`src/rtl/ascii_field_sender_pkg.sv`:
```
// Shared definitions for the ASCII field sender: FSM encoding, ASCII bytes,
// line-ending modes and the frame-length helper.
package ascii_field_sender_pkg;

  typedef enum logic [2:0] {
    S_IDLE      = 3'd0,
    S_CONVERT   = 3'd1,
    S_SEND      = 3'd2,
    S_WAIT_BUSY = 3'd3,
    S_WAIT_DONE = 3'd4
  } state_t;

  localparam logic [7:0] ASCII_ZERO  = 8'h30;
  localparam logic [7:0] ASCII_COLON = 8'h3A;
  localparam logic [7:0] ASCII_DASH  = 8'h2D;
  localparam logic [7:0] ASCII_CR    = 8'h0D;
  localparam logic [7:0] ASCII_LF    = 8'h0A;

  localparam int EOL_NONE = 0;
  localparam int EOL_CR   = 1;
  localparam int EOL_CRLF = 2;
  localparam int EOL_LF   = 3;

  // Digit code that can never be a real decimal digit; marks an out-of-range field.
  localparam logic [3:0] DIGIT_MARK = 4'hF;

  function automatic int eol_len(input int mode);
    case (mode)
      EOL_CR:   return 1;
      EOL_CRLF: return 2;
      EOL_LF:   return 1;
      default:  return 0;
    endcase
  endfunction

endpackage

```
`src/rtl/ascii_field_sender_if.sv`:
```
// Byte handshake between the field sender (master) and a UART transmitter (slave).
interface ascii_field_sender_if;
  logic [7:0] tx_data;
  logic       tx_start;
  logic       tx_busy;

  modport master (output tx_data, output tx_start, input tx_busy);
  modport slave  (input tx_data, input tx_start, output tx_busy);
endinterface

```
`src/rtl/ascii_field_sender_bin2dec99.sv`:
```
// Combinational binary to two-decimal-digit converter for values 0..99;
// larger values return the marker digit on both outputs and raise range_err_o.
module bin2dec99
  import ascii_field_sender_pkg::*;
#(
  parameter int FIELD_W = 7
) (
  input  logic [FIELD_W-1:0] bin_i,
  output logic [3:0]         tens_o,
  output logic [3:0]         ones_o,
  output logic               range_err_o
);

  logic [31:0] val;

  always_comb begin
    val         = 32'(bin_i);
    range_err_o = (val > 32'd99);
    tens_o      = DIGIT_MARK;
    ones_o      = DIGIT_MARK;
    if (!range_err_o) begin
      tens_o = 4'(val / 32'd10);
      ones_o = 4'(val % 32'd10);
    end
  end

endmodule

```
`src/rtl/ascii_field_sender.sv`:
```
// Snapshots NUM_FIELDS binary fields, converts them to two ASCII digits each and
// streams "dd<sep>dd...<eol>" one byte at a time through a start/busy UART handshake.
module ascii_field_sender
  import ascii_field_sender_pkg::*;
#(
  parameter int         NUM_FIELDS   = 3,
  parameter int         FIELD_W      = 7,
  parameter logic [7:0] SEP_CHAR     = ASCII_COLON,
  parameter int         EOL_MODE     = EOL_CRLF,
  parameter int         BUSY_TIMEOUT = 1023
) (
  input  logic                          clk,
  input  logic                          reset,
  input  logic                          i_send_trig,
  input  logic                          i_abort,
  input  logic [NUM_FIELDS*FIELD_W-1:0] i_fields,
  ascii_field_sender_if.master          tx,
  output logic                          o_is_sending,
  output logic                          o_done,
  output logic                          o_err,
  output logic                          o_range_err
);

  localparam int BODY_LEN  = 3*NUM_FIELDS - 1;
  localparam int FRAME_LEN = BODY_LEN + eol_len(EOL_MODE);
  localparam int CIDX_W    = $clog2(FRAME_LEN);

  state_t                        state_q;
  logic [NUM_FIELDS*FIELD_W-1:0] snap_q;
  logic [NUM_FIELDS*4-1:0]       tens_q;
  logic [NUM_FIELDS*4-1:0]       ones_q;
  logic [3:0]                    fidx_q;
  logic [CIDX_W-1:0]             cidx_q;
  logic [15:0]                   tmo_q;
  logic                          abort_pend_q;
  logic [7:0]                    tx_data_q;
  logic                          tx_start_q;
  logic                          done_q;
  logic                          err_q;
  logic                          range_err_q;

  logic [FIELD_W-1:0] conv_in;
  logic [3:0]         conv_tens;
  logic [3:0]         conv_ones;
  logic               conv_rng;
  logic [7:0]         tx_data_d;
  logic [3:0]         cur_digit;
  logic               last_byte;
  int                 ci_int;
  int                 fld_int;
  int                 pos_int;

  // One converter, walked across the snapshot one field per CONVERT cycle.
  assign conv_in = snap_q[int'(fidx_q)*FIELD_W +: FIELD_W];

  bin2dec99 #(.FIELD_W(FIELD_W)) u_bin2dec (
    .bin_i       (conv_in),
    .tens_o      (conv_tens),
    .ones_o      (conv_ones),
    .range_err_o (conv_rng)
  );

  // Byte at the current frame position: each field occupies 3 slots (tens, ones,
  // separator); the final separator slot is replaced by the line ending.
  always_comb begin
    ci_int    = int'(cidx_q);
    fld_int   = ci_int / 3;
    pos_int   = ci_int % 3;
    cur_digit = 4'h0;
    tx_data_d = ASCII_CR;
    if (ci_int < BODY_LEN) begin
      if (pos_int == 2) begin
        tx_data_d = SEP_CHAR;
      end else begin
        cur_digit = (pos_int == 0) ? tens_q[fld_int*4 +: 4] : ones_q[fld_int*4 +: 4];
        tx_data_d = (cur_digit == DIGIT_MARK) ? ASCII_DASH : (ASCII_ZERO + {4'h0, cur_digit});
      end
    end else if (EOL_MODE == EOL_LF || (EOL_MODE == EOL_CRLF && ci_int > BODY_LEN)) begin
      tx_data_d = ASCII_LF;
    end
  end

  assign last_byte = (cidx_q == CIDX_W'(FRAME_LEN - 1));

  always_ff @(posedge clk or posedge reset) begin
    if (reset) begin
      state_q      <= S_IDLE;
      snap_q       <= '0;
      tens_q       <= '0;
      ones_q       <= '0;
      fidx_q       <= '0;
      cidx_q       <= '0;
      tmo_q        <= '0;
      abort_pend_q <= 1'b0;
      tx_data_q    <= 8'h00;
      tx_start_q   <= 1'b0;
      done_q       <= 1'b0;
      err_q        <= 1'b0;
      range_err_q  <= 1'b0;
    end else begin
      done_q      <= 1'b0;
      err_q       <= 1'b0;
      range_err_q <= 1'b0;
      if (i_send_trig && state_q != S_IDLE) err_q <= 1'b1;

      case (state_q)
        S_IDLE: begin
          if (i_send_trig && !i_abort) begin
            snap_q       <= i_fields;
            fidx_q       <= '0;
            abort_pend_q <= 1'b0;
            state_q      <= S_CONVERT;
          end
        end
        S_CONVERT: begin
          if (i_abort) begin
            err_q   <= 1'b1;
            state_q <= S_IDLE;
          end else begin
            tens_q[int'(fidx_q)*4 +: 4] <= conv_tens;
            ones_q[int'(fidx_q)*4 +: 4] <= conv_ones;
            range_err_q <= conv_rng;
            if (fidx_q == 4'(NUM_FIELDS - 1)) begin
              cidx_q  <= '0;
              state_q <= S_SEND;
            end else begin
              fidx_q <= fidx_q + 4'd1;
            end
          end
        end
        S_SEND: begin
          if (i_abort) begin
            err_q   <= 1'b1;
            state_q <= S_IDLE;
          end else if (!tx.tx_busy) begin
            tx_data_q  <= tx_data_d;
            tx_start_q <= 1'b1;
            tmo_q      <= '0;
            state_q    <= S_WAIT_BUSY;
          end
        end
        S_WAIT_BUSY: begin
          if (i_abort) abort_pend_q <= 1'b1;
          if (tx.tx_busy) begin
            tx_start_q <= 1'b0;
            state_q    <= S_WAIT_DONE;
          end else if (tmo_q == 16'(BUSY_TIMEOUT - 1)) begin
            tx_start_q <= 1'b0;
            err_q      <= 1'b1;
            state_q    <= S_IDLE;
          end else begin
            tmo_q <= tmo_q + 16'd1;
          end
        end
        S_WAIT_DONE: begin
          if (i_abort) abort_pend_q <= 1'b1;
          if (!tx.tx_busy) begin
            if (abort_pend_q || i_abort) begin
              err_q   <= 1'b1;
              state_q <= S_IDLE;
            end else if (last_byte) begin
              done_q  <= 1'b1;
              state_q <= S_IDLE;
            end else begin
              cidx_q  <= cidx_q + CIDX_W'(1);
              state_q <= S_SEND;
            end
          end
        end
        default: state_q <= S_IDLE;
      endcase
    end
  end

  assign tx.tx_data   = tx_data_q;
  assign tx.tx_start  = tx_start_q;
  assign o_is_sending = (state_q != S_IDLE);
  assign o_done       = done_q;
  assign o_err        = err_q;
  assign o_range_err  = range_err_q;

endmodule
```
`src/flat_wrapper.sv`:
```
// flat-port wrapper written by rule: the top's interface ports become plain ports
module ascii_field_sender_flat import ascii_field_sender_pkg::*;
#(
  parameter int         NUM_FIELDS   = 3,
  parameter int         FIELD_W      = 7,
  parameter logic [7:0] SEP_CHAR     = ASCII_COLON,
  parameter int         EOL_MODE     = EOL_CRLF,
  parameter int         BUSY_TIMEOUT = 1023
)
  (clk, reset, i_send_trig, i_abort, i_fields, o_is_sending, o_done, o_err, o_range_err, tx_tx_data, tx_tx_start, tx_tx_busy);
  ascii_field_sender_if tx_i ();
  input  logic clk;
  input  logic reset;
  input  logic i_send_trig;
  input  logic i_abort;
  input  logic [NUM_FIELDS*FIELD_W-1:0] i_fields;
  output logic o_is_sending;
  output logic o_done;
  output logic o_err;
  output logic o_range_err;
  output wire logic [$bits(tx_i.tx_data)-1:0] tx_tx_data;
  output wire logic [$bits(tx_i.tx_start)-1:0] tx_tx_start;
  input wire logic [$bits(tx_i.tx_busy)-1:0] tx_tx_busy;
  assign tx_tx_data = tx_i.tx_data;
  assign tx_tx_start = tx_i.tx_start;
  assign tx_i.tx_busy = tx_tx_busy;
  ascii_field_sender #(.NUM_FIELDS(NUM_FIELDS), .FIELD_W(FIELD_W), .SEP_CHAR(SEP_CHAR), .EOL_MODE(EOL_MODE), .BUSY_TIMEOUT(BUSY_TIMEOUT)) u_core (.clk(clk), .reset(reset), .i_send_trig(i_send_trig), .i_abort(i_abort), .i_fields(i_fields), .tx(tx_i), .o_is_sending(o_is_sending), .o_done(o_done), .o_err(o_err), .o_range_err(o_range_err));
endmodule
```
`config.mk`:
```
export PLATFORM = sky130hd
export DESIGN_NAME = ascii_field_sender_flat
export DESIGN_NICKNAME = d
export VERILOG_FILES = /design/src/rtl/ascii_field_sender_pkg.sv /design/src/rtl/ascii_field_sender_if.sv /design/src/rtl/ascii_field_sender_bin2dec99.sv /design/src/rtl/ascii_field_sender.sv /design/src/flat_wrapper.sv
export SDC_FILE = /design/constraint.sdc
export NUM_CORES = 1
export LEC_CHECK = 0
export BUFFER_PORTS_ARGS = -buffer_cell sky130_fd_sc_hd__clkbuf_2
export CAP_MARGIN = 20
export CORE_UTILIZATION = 60
export DETAILED_ROUTE_END_ITERATION = 12
export HOLD_SLACK_MARGIN = 0.15
export PLACE_DENSITY = 0.89
export REMOVE_ABC_BUFFERS = 1
export SLEW_MARGIN = 20
export SYNTH_ARGS = -nofsm -noshare
export SYNTH_HDL_FRONTEND = slang
export SYNTH_SLANG_ARGS = --single-unit
```
`constraint.sdc`:
```
create_clock -name clk -period 11.3 [get_ports clk]
set_input_delay 1.13 -clock clk [delete_from_list [all_inputs] [get_ports clk]]
set_output_delay 1.13 -clock clk [all_outputs]
set_load 0.02 [all_outputs]
```
* Word-level counts from Yosys, hierarchy flattened *
Cells that the tools add are included.

word-level totals
  register bits = 85
  input bits = 26
  output and inout port bits = 13
  word-level logic and storage cells = 136

operators by class
  add/sub/neg operators = 5
  multiply operators = 1
  divide/modulo/power cells = 4
  magnitude comparators = 3
  equal/unequal tests = 24
  shift-type cells = 6
  mux-type cells = 56
  bitwise logic cells = 2
  reduce and logical (&&, ||, !) cells = 22

operator list
  kind                                                    count
  indexed part select 4 x 33 -> 12 bit                    2
  2-to-1 mux 16 bit                                       4
  indexed part select 12 x 32 -> 4 bit                    2
  2-to-1 mux 4 bit                                        11
  negation 6 -> 33 bit                                    1
  variable shift 4 x 33 -> 12 bit (first input constant)  1
  divider 5 x 3 -> 32 bit (second input constant)         1
  divider 7 x 4 -> 32 bit (second input constant)         1
  equality test 32 x 3 -> 1 bit (second input constant)   1
  logical NOT 32 bit                                      1
  modulo 5 x 3 -> 32 bit (second input constant)          1
  modulo 7 x 4 -> 32 bit (second input constant)          1
  case mux 16 bit (2 select lines)                        1
  indexed part select 21 x 32 -> 7 bit                    1
  2-to-1 mux 3 bit                                        10
  bitwise mux 12 bit                                      2
  2-to-1 mux 8 bit                                        3
  2-to-1 mux 1 bit                                        18
  != test 2 bit (second input constant)                   9
  adder 16 x 1 -> 16 bit (second input constant)          1
  equality test 16 x 10 -> 1 bit (second input constant)  1
  case mux 4 bit (2 select lines)                         2
  case mux 3 bit (5 select lines)                         1
  AND reduction 5 bit                                     2
  other kinds (29)                                        45

* Logic depth before layout (Yosys ltp) *
  depth after elaboration = 7
  gate-level depth with buffers = 18
  depth with buffers taken out = 16

* Hierarchy *
From an unflattened synthesis, not the netlist that was laid out.

second synthesis, totals
  cells, all modules = 552
  area, all modules = 5240.0 um^2

by module, submodules not included
  module              times used  cells each  area an instance (um^2)
  ascii_field_sender  1           467         4606.9
  bin2dec99           1           85          633.1

* Worst setup path after synthesis *
No wires, ideal clock.

  kind = reg-to-reg
  start = reg u_core.cidx_q[2]
  end = reg u_core.tx_data_q[4], in the netlist u_core.tx.tx_data[4]
  data arrival time = 3639 ps
  required time = 11176 ps
  setup slack = 7537 ps
  stages on the path, launching flop included = 18
  clock period less this slack = 3763 ps
  cells stage by stage = dfrtp_1 -> nor2b_1 -> buf_2 -> inv_1 -> ha_1 -> nor3_2 -> nor2_1 -> nor2_1 -> ha_1 -> clkbuf_1 -> nand3b_1 -> a221oi_1 -> o31ai_2 -> nor2_4 -> mux2_2 -> o211ai_1 -> nand4_1 -> o31a_1

on the way
  longest elaborated chain between the ends = 7

RTL lines
  what                                                                        RTL line                                            text
  start, declared                                                             ascii_field_sender.sv:33                            logic [CIDX_W-1:0] cidx_q;
  start signal, assigned                                                      ascii_field_sender.sv:165                           cidx_q <= cidx_q + CIDX_W'(1);
  divider 5 x 3 -> 32 bit or modulo 5 x 3 -> 32 bit (tied branches)           ascii_field_sender.sv:67, ascii_field_sender.sv:68
  indexed part select 12 x 32 -> 4 bit or logical NOT 32 bit (tied branches)  ascii_field_sender.sv:75                            cur_digit = (pos_int == 0) ? tens_q[fld_int*4 +: 4] : ones_q[fld_int*4 +: 4];
  2-to-1 mux 4 bit                                                            ascii_field_sender.sv:75
  adder 6 x 4 -> 7 bit or equality test 4 bit (tied branches)                 ascii_field_sender.sv:76                            tx_data_d = (cur_digit == DIGIT_MARK) ? ASCII_DASH : (ASCII_ZERO + {4'h0, cur_digit});
  2-to-1 mux 8 bit                                                            ascii_field_sender.sv:76
  2-to-1 mux 8 bit                                                            ascii_field_sender.sv:72                            if (pos_int == 2) begin
  2-to-1 mux 8 bit (*)                                                        ascii_field_sender.sv:71                            if (ci_int < BODY_LEN) begin
  end signal, assigned                                                        ascii_field_sender.sv:136                           tx_data_q <= tx_data_d;
  end, declared                                                               ascii_field_sender.sv:36                            logic [7:0] tx_data_q;

Every way passes the cells marked *; elsewhere a longest branch is shown, timed or not.
A chain may end at the register's enable or synchronous reset.

* Worst setup path after layout *
  start = reg u_core.fidx_q[0]
  end = reg u_core.ones_q[7]

on the way
  longest elaborated chain between the ends = 6

RTL lines
  what                                                                     RTL line                                                                text
  start, declared                                                          ascii_field_sender.sv:32                                                logic [3:0] fidx_q;
  start signal, assigned                                                   ascii_field_sender.sv:127                                               fidx_q <= fidx_q + 4'd1;
  multiplier 4 x 3 -> 7 bit                                                ascii_field_sender.sv:54                                                assign conv_in = snap_q[int'(fidx_q)*FIELD_W +: FIELD_W];
  indexed part select 21 x 32 -> 7 bit                                     ascii_field_sender.sv:54
  modulo 7 x 4 -> 32 bit or greater-than comparator 7 bit (tied branches)  ascii_field_sender_bin2dec99.sv:23, ascii_field_sender_bin2dec99.sv:18
  2-to-1 mux 4 bit                                                         ascii_field_sender_bin2dec99.sv:21                                      if (!range_err_o) begin
  indexed part select 4 x 33 -> 12 bit                                     ascii_field_sender.sv:121                                               ones_q[int'(fidx_q)*4 +: 4] <= conv_ones;
  bitwise mux 12 bit (*)                                                   ascii_field_sender.sv:121
  end signal, assigned by index                                            ascii_field_sender.sv:121
  end, declared                                                            ascii_field_sender.sv:31                                                logic [NUM_FIELDS*4-1:0] ones_q;

Marked as above.

==> summary.md <==
| Metric | Value |
|---|---|
| Layout area overhead | 8.46% |
| Seq/Total Area, Yosys | 40.0% |
| Vias in the first global route | 4,050 |
| Core Box Area | 8300 sq um |
| Largest net degree at the start of global routing | 58 |
| Routed Antenna Nets | 0 |
| Met1 wire length | 4.81 mm |
| CP Buf/Inv Count | 2 |
| RSZ-0062 raised after global routing | false |
| Clock Tree Root | clkbuf_8 |
| Ant diodes | 0 |
| Area contributors post-synth | dfrtp_1, mux2_2, nand2_1 |
| Initial antenna violation count | 0 |
| Clk Latency, worst-skew pair | 360 ps |
| Met3 wire length | 594 microns |
| # fillers | 621 |
| Switching share of power | 48.7% |
| Net Sw Power | 933 uW |
| Layout Skew | 13.5 ps |
| Hold Violations, Final | 0 |
| Die H | 95.0 microns |
| FMAX | 214 MHz |
| Leak | 0.00257 uW |
| Setup total negative slack | 0 ps |
| Data required, critical path | 11,530 ps |
| Die ar. | 9030 sq um |
| HPWL Detailed | 8.38 mm |
| Clock net sink count | 83 |
| Post-synth top area share | 40.0% |
| CP Cell Sequence | mux2i_2 -> a2bb2oi_1 -> nand3_1 -> o211ai_1 -> nand3_1 -> ha_1 -> inv_1 -> nor3_1 -> a211o_4 -> xnor2_1 -> inv_1 -> ha_1 -> or3_1 -> a31oi_1 -> a21oi_1 |
| Max-slew violation count | 0 |
| Top cell type by total area after synthesis | dfrtp_1 |
| Via count | 4,246 |
| Post-CTS sizing | 0 |
| WL met2 | 5.57 mm |
| Hold Path Origin | u_core.tens_q[7]$_DFFE_PP0P_ |
| Status | complete, no violations |
| Yosys warns | 0 |
| Dominant synthesized flop cell | dfrtp_1 |
| Wire length per cell | 16.4 microns |
| Drt via density | 6.17 |
| PD cells | 340 nW/um^2 |
| Worst Setup SP | u_core.fidx_q[0]$_DFFE_PP0P_ |
| Die width | 95.0 microns |
| Tmin final | 4660 ps |
| GPL Wtd Cong | 0.848 |
| Share of cells above drive strength 1 | 19.7% |
| Core Util, Final | 67.9% |
| DR iter-0 viols | 308 |
| Total track usage | 27.2% |
| Postcts setup bufs | 0 |
| Flop pwr share | 26.8% |
| Max_slew headroom | 37.6% |
| DRT Wirelength | 11.3 mm |
| GRT overflow | 0 |
| I/O pins | 39 |
| Syn_area_per_cell | 9.41 sq um |
| Synthesized area | 5190 sq um |
| DRT Pass-1 Iters | 5 |
| Bufs on Longest Clock Path | 2 |
| Fin nets | 622 |
| Buffers added on ports | 36 |
| Slowest stage delay, CP | 900 ps |
| Crit-path leading delay family | compound AO/OA/AOI/OAI gates |
| RR Startpoint | u_core.fidx_q[0]$_DFFE_PP0P_ |
| Area occupied by registers | 2080 sq um |
| Post-synth ARST share | 100% |
| Worst hold path class | flip-flop to flip-flop |
| First-pass GRT wire length | 19.0 mm |
| Setup crit start kind | flip-flop |
| Worst VDD drop | 0.188 mV |
| Clock power frac | 12.2% |
| Initial Utilization | 62.6% |
| Hold buffer count at CTS | 0 |
| Synth unique cells | 79 |
| Cells after Synth | 552 |
| EDFF count, synth | 0 |
| Internal power | 984 uW |
| Worst-path clk slew | 90 ps |
| Worst-Margin Slew | 929 ps |
| Crit-path slowest cell | dfrtp_1 |
| Multi-input gate area | 2920 sq um |
| Combinational power share | 61.1% |
| Period utilisation layout | 41.3% |
| Crit path kind | flip-flop to flip-flop |
| Worst Path Arrival | 4890 ps |
| CTS Buf Count | 9 |
| TritonCTS clock tree | built |
| CP endpoint kind | flip-flop |
| # setup viols final | 0 |
| Synthesized flop and latch total | 83 |
| Num rows | 33 |
| DRC | 0 |
| Worst Path Max Fanout | 18 |
| CTS H-tree depth | 3 |
| Max Cap Violations | 0 |
| Max layer used | met4 |
==> cell families (layout without fill, tap and decap cells) <==
logic type | Yosys count | after routing | share of synthesized area (%)
flops | 83 | 83 | 40.0
other cells | 1 | 2 | 0.0722
mux | 48 | 48 | 10.5
fa+ha+maj | 18 | 18 | 4.34
compound gates | 131 | 131 | 18.8
buf+inv | 45 | 75 | 4.12
simple gates | 207 | 207 | 19.0
xor+xnor | 19 | 19 | 3.20
==> power groups by stage <==
| stage | sequential, uW | clock [uW] | combinational [uW] |
|---|---|---|---|
| 2_1_floorplan | 501 | 0 | 894 |
| 3_3_place_gp | 509 | 0 | 1100 |
| 3_5_place_dp | 517 | 0 | 1140 |
| 4_1_cts | 512 | 237 | 1150 |
| 5_1_grt | 527 | 251 | 1280 |
| 6_report | 513 | 233 | 1170 |
==> worst paths after layout <==
kind / end / slack [ps] / cells after the start
worst max register to register: u_core.ones_q[7]$_DFFE_PP0P_ / 6640 / 15
worst min register to register: u_core.tens_q[7]$_DFFE_PP0P_ / 480 / 2
max in group asynchronous: u_core.tens_q[8]$_DFFE_PP0P_ / 9540 / 3
min in group asynchronous: u_core.tmo_q[6]$_DFFE_PP0P_ / 720 / 2
worst max-delay path: u_core.ones_q[7]$_DFFE_PP0P_ / 6640 / 15
worst min-delay path: u_core.tens_q[7]$_DFFE_PP0P_ / 480 / 2
==> flip-flops by register name, summed over array words and instances, names as in the netlist <==
signal	cells
u_core.o_range_err	1
u_core.cidx_q	4
u_core.snap_q	21
u_core.tens_q	12
u_core.o_err	1
u_core.tx.tx_data	6
u_core.fidx_q	4
u_core.ones_q	12
u_core.state_q	3
u_core.tmo_q	16
u_core.o_done	1
u_core.abort_pend_q	1
u_core.tx.tx_start	1
==> worst register-to-register path, stage by stage, from the launching register on <==
cell and delay [ps]:
dfrtp_1 900, mux2i_2 360, a2bb2oi_1 680, nand3_1 210, o211ai_1 190, nand3_1 180
ha_1 260, inv_1 60, nor3_1 70, a211o_4 390, xnor2_1 200, inv_1 90
ha_1 200, or3_1 360, a31oi_1 260, a21oi_1 120
==> cell type report <==
| class | count | area share, % |
|---|---|---|
| multi-input cells | 425 | 51.8 |
| flip-flops and latches | 83 | 36.9 |
| repair buffers | 40 | 3.87 |
| well taps | 105 | 2.33 |
| clock buffers | 9 | 2.20 |
| clock inverters | 7 | 1.60 |
| inverters | 19 | 1.29 |
==> metrics by stage <==
| step | hold WS (ps) | instance area [sq um] | worst slack, ps | std cells | total power, uW |
|---|---|---|---|---|---|
| detailed placement | 466 | 5400 | 6710 | 671 | 1660 |
| CTS | 488 | 5620 | 6730 | 687 | 1900 |
| floorplan | 441 | 5050 | 7260 | 527 | 1400 |
| global route | 514 | 5630 | 6360 | 688 | 2060 |
| global placement | 466 | 5400 | 6970 | 671 | 1610 |
| finish | 481 | 5630 | 6640 | 688 | 1920 |
==> per-layer routing <==
| metal | vias up | track usage, % |
|---|---|---|
| met5 | - | 0 |
| met2 | 162 | 47.2 |
| met1 | 2009 | 32.8 |
| met3 | 31 | 5.02 |
| li1 | 2044 | - |
| met4 | 0 | 12.5 |
==> cell usage after synthesis (all sizes together) (3+ instances only) <==
| library cell | instances |
|---|---|
| dfrtp | 83 |
| nand2 | 73 |
| nor2 | 61 |
| a21oi | 33 |
| mux2 | 32 |
| o21ai | 32 |
| nand3 | 20 |
| inv | 19 |
| ha | 18 |
| mux2i | 16 |
| clkbuf | 14 |
| buf | 12 |
| xor2 | 12 |
| a31oi | 10 |
| nor3 | 9 |
| o2bb2ai | 8 |
| and3 | 7 |
| o211ai | 7 |
| xnor2 | 7 |
| nand4 | 6 |
| or3 | 6 |
| a2bb2oi | 5 |
| a221oi | 4 |
| nor2b | 4 |
| nor4 | 4 |
| a2111oi | 3 |
| nand2b | 3 |
| o211a | 3 |
| o22a | 3 |
| o31ai | 3 |
==> cells in the final DEF (no fill, tap or decap), drive strengths merged, types with 4 or more instances in the layout <==
cell / instances
mux2i: 16
nand2: 73
nor2: 61
o21ai: 32
nand3: 20
buf: 4
a31oi: 10
nand4: 6
xor2: 12
mux2: 32
or3: 6
nor4: 4
nor3: 9
clkbuf: 45
a21oi: 33
dfrtp: 83
a2bb2oi: 5
a221oi: 4
o211ai: 7
and3: 7
nor2b: 4
ha: 18
o2bb2ai: 8
xnor2: 7
inv: 24
Note: power is estimated with default switching activity, not from simulation.
